[src/rtl/tick_scheduler_if.sv]
// Configuration/status bundle for tick_scheduler.
//   master : drives the cfg_* write strobe and fields, observes status
//   slave  : the scheduler, receives cfg_* and drives base/tick/busy/error
// Ports:
//   cfg_we_i, cfg_ch_i, cfg_en_i, cfg_oneshot_i, cfg_period_i  (master -> slave)
//   base_tick_o, tick_o, busy_o, cfg_err_o                     (slave -> master)
interface tick_scheduler_if #(
    parameter int NCH = 4,
    parameter int CW  = 16,
    parameter int CHW = 2
);
    logic            cfg_we_i;
    logic [CHW-1:0]  cfg_ch_i;
    logic            cfg_en_i;
    logic            cfg_oneshot_i;
    logic [CW-1:0]   cfg_period_i;
    logic            base_tick_o;
    logic [NCH-1:0]  tick_o;
    logic [NCH-1:0]  busy_o;
    logic            cfg_err_o;

    modport master (
        output cfg_we_i, cfg_ch_i, cfg_en_i, cfg_oneshot_i, cfg_period_i,
        input  base_tick_o, tick_o, busy_o, cfg_err_o
    );

    modport slave (
        input  cfg_we_i, cfg_ch_i, cfg_en_i, cfg_oneshot_i, cfg_period_i,
        output base_tick_o, tick_o, busy_o, cfg_err_o
    );
endinterface

[src/rtl/tick_scheduler.sv]
// tick_scheduler: one free-running prescaler shared by NCH tick channels.
// Each channel counts prescaler strobes and emits a registered one-cycle
// tick every 'period' strobes (periodic) or once (one-shot).
// Ports:
//   clk_i  system clock
//   rst_i  synchronous reset, active-high
//   bus    tick_scheduler_if.slave (cfg write port in, base/tick/busy/err out)
//
// state   | meaning
// --------+-------------------------------------------------
// ST_IDLE | channel stopped, count held at 0, no ticks
// ST_RUN  | channel counting base-tick strobes toward period
module tick_scheduler #(
    parameter int PRESCALE = 1200,
    parameter int NCH      = 4,
    parameter int CW       = 16,
    parameter int CHW      = 2
) (
    input  logic                 clk_i,
    input  logic                 rst_i,
    tick_scheduler_if.slave      bus
);
    localparam int PW = $clog2(PRESCALE);

    typedef enum logic {ST_IDLE, ST_RUN} state_t;

    logic [PW-1:0]  r_pcnt;
    logic           r_base_tick;
    logic [NCH-1:0] r_tick;
    logic           r_err;
    logic [NCH-1:0] r_oneshot;
    state_t         r_state  [NCH];
    logic [CW-1:0]  r_cnt    [NCH];
    logic [CW-1:0]  r_period [NCH];

    logic           w_bt;
    logic           w_ch_ok;
    logic           w_bad_wr;
    logic [NCH-1:0] w_hit;
    logic [NCH-1:0] w_tick_nxt;
    logic [NCH-1:0] w_oneshot_nxt;
    logic [NCH-1:0] w_busy;
    logic           w_err_nxt;
    state_t         w_state_nxt  [NCH];
    logic [CW-1:0]  w_cnt_nxt    [NCH];
    logic [CW-1:0]  w_period_nxt [NCH];

    assign w_bt     = (r_pcnt == PW'(PRESCALE - 1));
    assign w_ch_ok  = (32'(bus.cfg_ch_i) < NCH);
    // A rejected write does not touch any channel, so it must not steal a strobe either.
    assign w_bad_wr = bus.cfg_we_i &&
                      (!w_ch_ok || (bus.cfg_en_i && (bus.cfg_period_i == '0)));

    always_comb begin
        w_err_nxt     = r_err | w_bad_wr;
        w_tick_nxt    = '0;
        w_oneshot_nxt = r_oneshot;
        w_hit         = '0;
        w_busy        = '0;
        for (int i = 0; i < NCH; i++) begin
            w_state_nxt[i]  = r_state[i];
            w_cnt_nxt[i]    = r_cnt[i];
            w_period_nxt[i] = r_period[i];
            w_busy[i]       = (r_state[i] == ST_RUN);
            w_hit[i]        = bus.cfg_we_i && !w_bad_wr && (32'(bus.cfg_ch_i) == i);

            if (w_hit[i]) begin
                w_cnt_nxt[i] = '0;
                if (bus.cfg_en_i) begin
                    w_state_nxt[i]   = ST_RUN;
                    w_period_nxt[i]  = bus.cfg_period_i;
                    w_oneshot_nxt[i] = bus.cfg_oneshot_i;
                end else begin
                    w_state_nxt[i] = ST_IDLE;
                end
            end else if (r_state[i] == ST_RUN && w_bt) begin
                if (r_cnt[i] == r_period[i] - CW'(1)) begin
                    w_tick_nxt[i] = 1'b1;
                    w_cnt_nxt[i]  = '0;
                    if (r_oneshot[i]) begin
                        w_state_nxt[i] = ST_IDLE;
                    end
                end else begin
                    w_cnt_nxt[i] = r_cnt[i] + CW'(1);
                end
            end
        end
    end

    always_ff @(posedge clk_i) begin
        if (rst_i) begin
            r_pcnt      <= '0;
            r_base_tick <= 1'b0;
            r_tick      <= '0;
            r_err       <= 1'b0;
            r_oneshot   <= '0;
            for (int i = 0; i < NCH; i++) begin
                r_state[i]  <= ST_IDLE;
                r_cnt[i]    <= '0;
                r_period[i] <= '0;
            end
        end else begin
            r_pcnt      <= w_bt ? '0 : r_pcnt + PW'(1);
            r_base_tick <= w_bt;
            r_tick      <= w_tick_nxt;
            r_err       <= w_err_nxt;
            r_oneshot   <= w_oneshot_nxt;
            for (int i = 0; i < NCH; i++) begin
                r_state[i]  <= w_state_nxt[i];
                r_cnt[i]    <= w_cnt_nxt[i];
                r_period[i] <= w_period_nxt[i];
            end
        end
    end

    assign bus.base_tick_o = r_base_tick;
    assign bus.tick_o      = r_tick;
    assign bus.busy_o      = w_busy;
    assign bus.cfg_err_o   = r_err;
endmodule
[src/flat_wrapper.sv]
// flat-port wrapper written by rule: the top's interface ports become plain ports
module tick_scheduler_flat 
#(
    parameter int PRESCALE = 1200,
    parameter int NCH      = 4,
    parameter int CW       = 16,
    parameter int CHW      = 2
)
  (clk_i, rst_i, bus_cfg_we_i, bus_cfg_ch_i, bus_cfg_en_i, bus_cfg_oneshot_i, bus_cfg_period_i, bus_base_tick_o, bus_tick_o, bus_busy_o, bus_cfg_err_o);
  tick_scheduler_if #(.NCH(NCH), .CW(CW), .CHW(CHW)) bus_i ();
  input  logic clk_i;
  input  logic rst_i;
  input wire logic [$bits(bus_i.cfg_we_i)-1:0] bus_cfg_we_i;
  input wire logic [$bits(bus_i.cfg_ch_i)-1:0] bus_cfg_ch_i;
  input wire logic [$bits(bus_i.cfg_en_i)-1:0] bus_cfg_en_i;
  input wire logic [$bits(bus_i.cfg_oneshot_i)-1:0] bus_cfg_oneshot_i;
  input wire logic [$bits(bus_i.cfg_period_i)-1:0] bus_cfg_period_i;
  output wire logic [$bits(bus_i.base_tick_o)-1:0] bus_base_tick_o;
  output wire logic [$bits(bus_i.tick_o)-1:0] bus_tick_o;
  output wire logic [$bits(bus_i.busy_o)-1:0] bus_busy_o;
  output wire logic [$bits(bus_i.cfg_err_o)-1:0] bus_cfg_err_o;
  assign bus_i.cfg_we_i = bus_cfg_we_i;
  assign bus_i.cfg_ch_i = bus_cfg_ch_i;
  assign bus_i.cfg_en_i = bus_cfg_en_i;
  assign bus_i.cfg_oneshot_i = bus_cfg_oneshot_i;
  assign bus_i.cfg_period_i = bus_cfg_period_i;
  assign bus_base_tick_o = bus_i.base_tick_o;
  assign bus_tick_o = bus_i.tick_o;
  assign bus_busy_o = bus_i.busy_o;
  assign bus_cfg_err_o = bus_i.cfg_err_o;
  tick_scheduler #(.PRESCALE(PRESCALE), .NCH(NCH), .CW(CW), .CHW(CHW)) u_core (.clk_i(clk_i), .rst_i(rst_i), .bus(bus_i));
endmodule
[config.mk]
export PLATFORM = sky130hd
export DESIGN_NAME = tick_scheduler_flat
export DESIGN_NICKNAME = d
export VERILOG_FILES = /design/src/rtl/tick_scheduler_if.sv /design/src/rtl/tick_scheduler.sv /design/src/flat_wrapper.sv
export SDC_FILE = /design/constraint.sdc
export NUM_CORES = 1
export LEC_CHECK = 0
export ABC_CLOCK_PERIOD_IN_PS = 3890
export BUFFER_PORTS_ARGS = -buffer_cell sky130_fd_sc_hd__buf_4
export CORE_ASPECT_RATIO = 1.4
export CORE_MARGIN = 1.5
export CORE_UTILIZATION = 45
export CTS_CLUSTER_SIZE = 28
export DETAILED_ROUTE_END_ITERATION = 8
export GPL_ROUTABILITY_DRIVEN = 0
export PLACE_DENSITY = 0.68
export REMOVE_ABC_BUFFERS = 1
export SLEW_MARGIN = 10
export SYNTH_ARGS = -nofsm -noshare
export SYNTH_HDL_FRONTEND = slang
export SYNTH_SLANG_ARGS = --single-unit
export TNS_END_PERCENT = 100
[constraint.sdc]
create_clock -name clk_i -period 3.89 [get_ports clk_i]
set_input_delay 0.9725 -clock clk_i [delete_from_list [all_inputs] [get_ports clk_i]]
set_output_delay 0.9725 -clock clk_i [all_outputs]
set_load 0.005 [all_outputs]
# After elaboration in Yosys (flattened, before gate mapping)
# Memories as Yosys holds them, arrays and structs flattened.
# Index checks and enable logic that the tools add are counted.
# totals
elab_cells	127
mem_count	3
register_bits	21
output_inout_bits	10
ramBits	132
in_bits	23
# mem_list
memory	words	word_bits	rd	rd_clocked_by_memory_dff	write_ports	line_no	source
u_core.r_cnt	4	16	4	0	4	tick_scheduler.sv:33	logic [CW-1:0] r_cnt [NCH];
u_core.r_period	4	16	4	0	4	tick_scheduler.sv:34	logic [CW-1:0] r_period [NCH];
u_core.r_state	4	1	4	0	4	tick_scheduler.sv:32	state_t r_state [NCH];
# op_classes
mux	56
eq_ne	8
addsub	9
n_reduce_logical	23
bitwise	17
# op_table
operator	n
$mux 16	28
$add 16x1->16 const B	4
$eq 16x16->1	4
$sub 16x1->16 const B	4
$mux 1	28
$logic_not 16->1	1
$or 1x1->1	13
$reduce_or 3->1	4
$add 11x1->11 const B	1
$eq 11x11->1 const B	1
$logic_and 1x1->1	11
$reduce_and 2->1	4
$eq 2x2->1 const B	2
$not 1->1	4
$eq 2x1->1 const B	1
$logic_not 2->1	1
$reduce_or 2->1	1
$logic_not 1->1	1

# Logic depth before layout (Yosys ltp)
# Gate-level depths: netlist of run 1.
# logic_depth
word_depth	8
depth_mapped	10

# Worst setup path after synthesis of run 1
# No wires, ideal clock.
# synth_timing
kind	input to register
start	input bus_cfg_en_i
end	memory u_core.r_period[1][10]
cell_stages	9
arrival_ns	2.998
setup_ns	0.128
path_buffers	3
slack_ns	0.764
required_ns	3.762
cell_sequence	clkbuf_1 -> nor4b_1 -> and4_1 -> a21bo_2 -> nand2b_1 -> clkbuf_1 -> buf_1 -> mux2i_1 -> nor2_1
# synth_rtl
element	line_no	source
start: declaration	flat_wrapper.sv:15	input wire logic [$bits(bus_i.cfg_en_i)-1:0] bus_cfg_en_i;
end: declaration	tick_scheduler.sv:34	

==> results by group, run 1 <==
Timing
  • Worst-margin pin slew: 0.8779 ns
  • Fmax: about 320 MHz
  • Final Slew Violations: 0
  • Final Critical Period: 3.167 ns
  • Fin crit share: 0.8142
  • Worst slew margin: 0.4093
  • Hold slack final: 0.4286 ns
  • Final Hold Fails: 0
  • Final setup fails: 0
  • Final worst setup slack: 0.7229 ns
  • RSZ-0062 raised after global routing: false
  • Sum Neg Setup Slack: 0 ns
  • Layout Skew: 0.009658 ns

Clock tree
  • Root buffer cell: clkbuf_16
  • H-Tree Level Count: 4
  • Post-CTS setup-driven buffer insertion count: 0
  • Post-cts resize count: 0
  • Worst-path clk slew: 0.06 ns
  • Hold-fix buffers at CTS: 0
  • CTS Sinks: 153
  • Clk Latency, worst-skew pair: 0.42 ns
  • CTS tree: yes
  • CTS max path bufs: 2
  • Num CTS Buffers: 17

Floorplan
  • CORE AREA: between 0.015 and 0.02 mm²
  • Chip width: 117.2 µm
  • Starting density of the core: 0.4581
  • Die ar.: 0.01908 mm²
  • Top Ports: 33
  • DIE HEIGHT: 162.8 µm
  • FP Rows: 58

Placement
  • Post-DP Area: 0.008638 mm²
  • Post-DP HPWL: 13480 µm
  • Number of I/O port buffers: 32
  • Setup WS pre-CTS: 0.6764 ns

GRT
  • Initial antenna violation count: 0
  • First-pass GRT wire length: between 30000 and 40000 µm
  • Largest net degree at the start of global routing: 84
  • Vias in the first global route: 6555
  • All-layer global routing usage: 0.2127
  • Global route total overflow: 0

Finish
  • Area Overhead vs Synth: 12.83%
  • Layout cells sized above 1: 0.09861
  • Final nets: 1025
  • Most frequent cells in the layout: dfxtp_1 (153), nor2_1 (141), nand2_1 (90)
  • Most common cell after layout, fill and taps aside: dfxtp_1
  • Antenna diodes: 0
  • Final Cell Area: 0.009265 mm²

Worst setup path
  • CP cell instances: or4_1 > or2_1 > o41ai_1 > o2111ai_1 > a2111o_1 > nor3_4 > buf_4 > a311oi_1
  • Worst path depth: 8
  • Crit path required time: between 4 and 5 ns
  • Worst path max stage delay: 0.66 ns
  • CP bufs+invs: 1
  • Startpoint Class: flip-flop
  • Worst reg2reg path depth: 8
  • Critical path class: flip-flop to flip-flop
  • Crit path max fanout: 11
  • Arrival time of the worst setup path: 3.43 ns
  • Critical path's slowest cell: or4_1
  • Crit-path leading delay family: simple AND/OR/NAND/NOR gates
  • Nature of the critical path endpoint: flip-flop

Route
  • TritonRoute pass-1 iters: 5
  • Vias: 6799
  • Routed wire per std cell: 15.29 µm
  • 1st-iter DRT viols: 404
  • Routed wire length: 19020 µm
  • Drt drc: 0
  • DR vias/cell: 5.465
  • Antenna Violating Nets Remaining: 0

Yosys
  • Syn avg cell area: 8.414 µm²
  • Post-synthesis adder-cell area fraction: 0.01371
  • Mapped Area: between 0.008 and 0.009 mm²
  • Post-synth top area share: 0.3730
  • Post-synthesis instance total: about 980
  • Largest cells by area after synthesis: dfxtp_1 (37%), xnor2_1 (8.2%), xor2_1 (7.7%)
  • Largest area contributor in the netlist: dfxtp_1
  • Post-synthesis xor/xnor area fraction: 0.1589
  • Complex-gate fraction of the synthesized area: 0.08639
  • Post-synth EDFFs: 0
  • Async S/R FF share, synth: 0
  • Mux contribution to synthesized area: 0.06582
  • Number of synthesis warnings: 0
  • Prevailing post-synth register cell: dfxtp_1
  • Flip-flop and latch count after synthesis: around 150
  • Sequential area share after synthesis: 0.3730
  • Largest family of logic cells by synthesized area: simple AND/OR/NAND/NOR gates
  • Library cells used by synthesis: 72
  • Simple-gate share of the synthesized area: 0.2668

Power
  • Sw frac: 0.2260
  • Net switching power: 0.8304 mW
  • Comb pwr share: 0.081
  • Power per Cell Area: 396.5 mW/mm²
  • Reg power frac: 0.439
  • Leak pwr: roughly 3.7 nW
  • Peak VDD IR: 286.2 µV
  • Clk pwr share: 0.480
  • P_int: 2.843 mW
  • Pwr Total: 3.674 mW

Worst hold path
  • Hold Path Depth: 1
  • Worst hold path type: flip-flop to flip-flop

Outcome
  • Status: finished, final reports clean

Flow run
  • Max cap viols: 0
[flip-flops by register name (all words and copies together), names as in the netlist]
register,cells
u_core.r_cnt,64
u_core.r_period,64
u_core.r_pcnt,11
u_core.bus.tick_o,4
u_core.r_oneshot,4
u_core.r_state,4
u_core.bus.base_tick_o,1
u_core.bus.cfg_err_o,1
[cells by family (layout without fill, tap and decap cells)]
kind of cell,after synthesis,after routing
AOI/OAI and AO/OA,100,100
xor gates and xnor gates,149,149
adders and majority gates,9,9
buffers and inverters,69,97
DFF,153,153
muxes,54,54
and+or+nand+nor,442,442
[routing by layer]
| layer | vias up | wire (µm) | track usage |
|---|---|---|---|
| met4 | 0 | 489 | 0.08160 |
| met5 | - | 0 | 0 |
| met1 | 3197 | 8215 | 0.2611 |
| met2 | 146 | 9460 | 0.3584 |
| li1 | 3425 | - | - |
| met3 | 31 | 858 | 0.04764 |
[synthesized netlist by cell type, types with 3 or more instances]
cell       number
a211oi_1        3
a21o_1          4
a21oi_1        31
a31oi_1         9
and3_1         20
and4_1          5
buf_1           5
buf_2           3
clkbuf_1       34
dfxtp_1       153
ha_1            9
inv_1          23
mux2i_1        54
nand2_1        90
nand2b_1        7
nand3_1        40
nand4_1        17
nand4b_1        3
nor2_1        141
nor2_2          3
nor2b_1         3
nor3_1         50
nor3_2          8
nor3b_1         4
nor4_1         17
nor4b_1         4
o2111ai_1       4
o211ai_1        5
o21ai_0         8
o311ai_0        5
o31ai_1         3
or2_2           4
or3_1           5
or4_1           9
xnor2_1        77
xor2_1         72
[worst reg2reg max path, cell delays in order, from the launching register on]
cell	delay, ns
dfxtp_1	0.35
or4_1	0.66
or2_1	0.28
o41ai_1	0.39
o2111ai_1	0.16
a2111o_1	0.42
nor3_4	0.34
buf_4	0.28
a311oi_1	0.12
[cell type report]
class / count / area (µm²)
fill: 1706 / 8660
multi-input combinational: 754 / 4858
sequential: 153 / 3063
clock buffer: 22 / 484.2
timing repair buffer: 44 / 330.3
tap: 240 / 300.3
clock inverter: 8 / 142.6
inverter: 23 / 86.33
[stage by stage]
| stage | utilization | instances |
|---|---|---|
| floorplan | - | 930 |
| global placement | 0.4819 | 1214 |
| detailed placement | 0.4819 | 1214 |
| CTS | 0.5169 | 1244 |
| global route | 0.5169 | 1244 |
| finish | 0.5169 | 1244 |
[power by group through the flow]
stage	Sequential, mW	Combinational [mW]	Clock [mW]
6_report	1.61	0.298	1.76
5_1_grt	1.62	0.331	1.86
4_1_cts	1.61	0.298	1.79
3_5_place_dp	1.65	0.294	0
3_3_place_gp	1.65	0.293	0
2_1_floorplan	1.64	0.200	0
[final timing paths]
kind | endpoint | start | slack [ns]
min reg2reg | u_core.r_state[0][3]$_SDFFE_PP0P_ | u_core.r_oneshot[3]$_SDFFE_PP0P_ | 0.43
max | u_core.r_state[0][2]$_SDFFE_PP0P_ | u_core.r_period[2][0]$_SDFFE_PP0P_ | 0.72
max reg2reg | u_core.r_state[0][2]$_SDFFE_PP0P_ | u_core.r_period[2][0]$_SDFFE_PP0P_ | 0.72
min | u_core.r_state[0][3]$_SDFFE_PP0P_ | u_core.r_oneshot[3]$_SDFFE_PP0P_ | 0.43
No activity file was read; power rests on OpenSTA's default activity.
==> run 2, diff against run 1 <==
Settings changed: ABC_CLOCK_PERIOD_IN_PS 3890 to 3200.
Clock period 3.89 ns to 3.2 ns, I/O delays scaled along.
==> run 2 against run 1 <==
  * Cell count rose by 0.80%
  * Sequential share of layout area fell by 0.34 points
  * Critical endpoint is now u_core.bus.tick_o[1]$_SDFF_PP0_
  * Largest cell class unchanged
  * Largest power group unchanged
  * Die area did not move
==> results by group, run 2 (synthesized netlist as in run 1, its figures left out) <==
Clock tree
  • Worst-path clk slew: 0.06 ns (about the same)
  • Num CTS Buffers: 17 (unchanged)
  • Clk Latency, worst-skew pair: 0.43 ns (about the same)
  • H-Tree Level Count: 4 (unchanged)
  • Post-CTS setup-driven buffer insertion count: 0 (unchanged)
  • Hold-fix buffers at CTS: 0 (unchanged)
  • Root buffer cell: clkbuf_16
  • CTS Sinks: 153 (unchanged)
  • Post-cts resize count: 0 (unchanged)
  • CTS max path bufs: 2 (unchanged)
  • CTS tree: yes

Floorplan
  • FP Rows: 58 (unchanged)
  • Chip width: 117.2 µm (unchanged)
  • Top Ports: 33 (unchanged)
  • DIE HEIGHT: 162.8 µm (unchanged)
  • Starting density of the core: 0.4581 (unchanged)
  • Die ar.: 0.01908 mm² (unchanged)
  • CORE AREA: 0.01792 mm² (unchanged)

Route
  • DR vias/cell: 5.431 (-0.62%)
  • Routed wire per std cell: 15.58 µm (+1.9%)
  • Antenna Violating Nets Remaining: 0 (unchanged)
  • TritonRoute pass-1 iters: 5 (unchanged)
  • Routed wire length: 19540 µm (+2.7%)
  • Drt drc: 0 (unchanged)
  • Vias: 6811 (+0.18%)
  • 1st-iter DRT viols: 380 (-5.9%)

Power
  • Clk pwr share: 0.485 (+0.005)
  • Net switching power: 1.050 mW (+26%)
  • P_int: 3.475 mW (+22%)
  • Peak VDD IR: 283.9 µV (-0.80%)
  • Reg power frac: 0.433 (-0.006)
  • Leak pwr: 3.790 nW (+1.2%)
  • Sw frac: 0.2321 (+0.006071)
  • Power per Cell Area: 483.5 mW/mm² (+22%)
  • Comb pwr share: 0.082 (about the same)

Finish
  • Top Registers: u_core.r_cnt (64), u_core.r_period (64), u_core.r_pcnt (11)
  • Final std cells w/o fill: 1254 (+0.80%)
  • # fillers: 1699 (-0.41%)
  • Most frequent cells in the layout: dfxtp_1 (153), nor2_1 (141), nand2_1 (90)
  • Layout cells sized above 1: 0.1075 (+0.008889)
  • Most common cell after layout, fill and taps aside: dfxtp_1
  • Antenna diodes: 0 (unchanged)
  • Final nets: 1033 (+0.78%)
  • Area Overhead vs Synth: 13.99%

Timing
  • Final Slew Violations: 0 (unchanged)
  • Sum Neg Setup Slack: 0 ns (unchanged)
  • Final Hold Fails: 0 (unchanged)
  • Final Critical Period: 2.929 ns (-0.2386 ns)
  • Final setup fails: 0 (unchanged)
  • Layout Skew: 0.01005 ns (+0.0003889 ns)
  • Fin crit share: 0.9152 (+0.1010)
  • RSZ-0062 raised after global routing: false
  • Fmax: 341.5 MHz (+8.1%)
  • Worst slew margin: 0.4630 (+0.05372)
  • Worst-margin pin slew: 0.7943 ns (-0.08367 ns)

Worst setup path
  • Critical path class: flip-flop to flip-flop
  • Setup crit end: u_core.bus.tick_o[1]$_SDFF_PP0_
  • RR Endpoint: u_core.bus.tick_o[1]$_SDFF_PP0_
  • Crit path max fanout: 7 (-4)
  • Crit path required time: 3.56 ns (-0.59 ns)
  • Arrival time of the worst setup path: 3.28 ns (-0.15 ns)
  • Worst reg2reg path depth: 6 (-2)
  • Reg-to-reg slack, setup: 0.27 ns (-0.45 ns)
  • Startpoint Class: flip-flop
  • Nature of the critical path endpoint: flip-flop
  • Critical path startpoint: u_core.r_period[1][4]$_SDFFE_PP0P_
  • R2R Path Start: u_core.r_period[1][4]$_SDFFE_PP0P_

Placement
  • Placed insts: 1222 (+0.66%)
  • Post-DP HPWL: 14010 µm (+3.9%)
  • Number of I/O port buffers: 32 (unchanged)

GRT
  • Global route total overflow: 0 (unchanged)
  • Vias in the first global route: 6627 (+1.1%)
  • Largest net degree at the start of global routing: 53 (-37%)
  • First-pass GRT wire length: 32490 µm (+1.6%)
  • All-layer global routing usage: 0.2170 (+0.004333)
  • Initial antenna violation count: 0 (unchanged)

Worst hold path
  • Worst hold path type: flip-flop to flip-flop

Outcome
  • Status: finished, final reports clean

Flow run
  • Max cap viols: 0 (unchanged)
==> run 2: changes by cell type in the layout (fill, tap and decap cells not counted), sizes merged <==
cell	before	now
buf	44	52
clkinvlp	1	3
==> run 2: how the worst min path moves through the flow <==
| stage | start | to | cells past startpoint |
|---|---|---|---|
| floorplan | u_core.r_oneshot[3]$_SDFFE_PP0P_ | u_core.r_state[0][3]$_SDFFE_PP0P_ | 1 |
| global placement | u_core.r_pcnt[0]$_SDFF_PP0_ | u_core.r_pcnt[0]$_SDFF_PP0_ | 1 |
| detailed placement | u_core.r_oneshot[0]$_SDFFE_PP0P_ | u_core.r_state[0][0]$_SDFFE_PP0P_ | 1 |
| CTS | u_core.r_oneshot[0]$_SDFFE_PP0P_ | u_core.r_state[0][0]$_SDFFE_PP0P_ | 1 |
| global route | u_core.r_oneshot[0]$_SDFFE_PP0P_ | u_core.r_state[0][0]$_SDFFE_PP0P_ | 1 |
| finish | u_core.r_oneshot[0]$_SDFFE_PP0P_ | u_core.r_state[0][0]$_SDFFE_PP0P_ | 1 |
==> run 2: through the flow <==
| stage | setup WS (ns) | cell area, µm² | total power [mW] | utilization | hold slack (ns) |
|---|---|---|---|---|---|
| after detailed placement | 0.3340 | 8711 | 2.369 | 0.4860 | 0.4260 |
| after global routing | 0.1101 | 9360 | 4.687 | 0.5222 | 0.4636 |
| after CTS | 0.2774 | 9360 | 4.554 | 0.5222 | 0.4349 |
| after global placement | 0.3405 | 8711 | 2.366 | 0.4860 | 0.4243 |
| after floorplan | 0.2206 | 8008 | 2.235 | - | 0.4111 |
| final | 0.2715 | 9360 | 4.525 | 0.5222 | 0.4322 |
==> run 2: critical path, cell delays in order, from the launching register on <==
cell      delay [ns]
dfxtp_1         0.39
nor3_1          0.66
nor4b_2         0.37
o221ai_1        0.21
or4_1           0.57
or4b_1          0.56
nor3_2          0.10
==> run 2: area by class of cell <==
type | instances | area [µm²] | share of cell area
multi-input cells | 754 | 4858 | 0.5190
flip-flops and latches | 153 | 3063 | 0.3272
clock buffers | 22 | 484.2 | 0.05173
repair buffers | 52 | 402.9 | 0.04304
well taps | 240 | 300.3 | 0.03208
clock inverters | 10 | 165.2 | 0.01764
inverters | 23 | 86.33 | 0.009223
==> run 2: metal layers <==
metal,global-route usage,vias up,share of wire
met5,0,-,0
met4,0.07284,0,0.015
met3,0.04317,22,0.038
met2,0.3697,129,0.50
met1,0.2708,3218,0.45
li1,-,3442,-
==> run 2: power groups by stage <==
stage          logic [mW]  clock network [mW]  registers (mW)
2_1_floorplan       0.243                   0            1.99
3_3_place_gp        0.365                   0            2.00
3_5_place_dp        0.368                   0            2.00
4_1_cts             0.371                2.22            1.96
5_1_grt             0.411                2.31            1.96
6_report            0.373                2.19            1.96
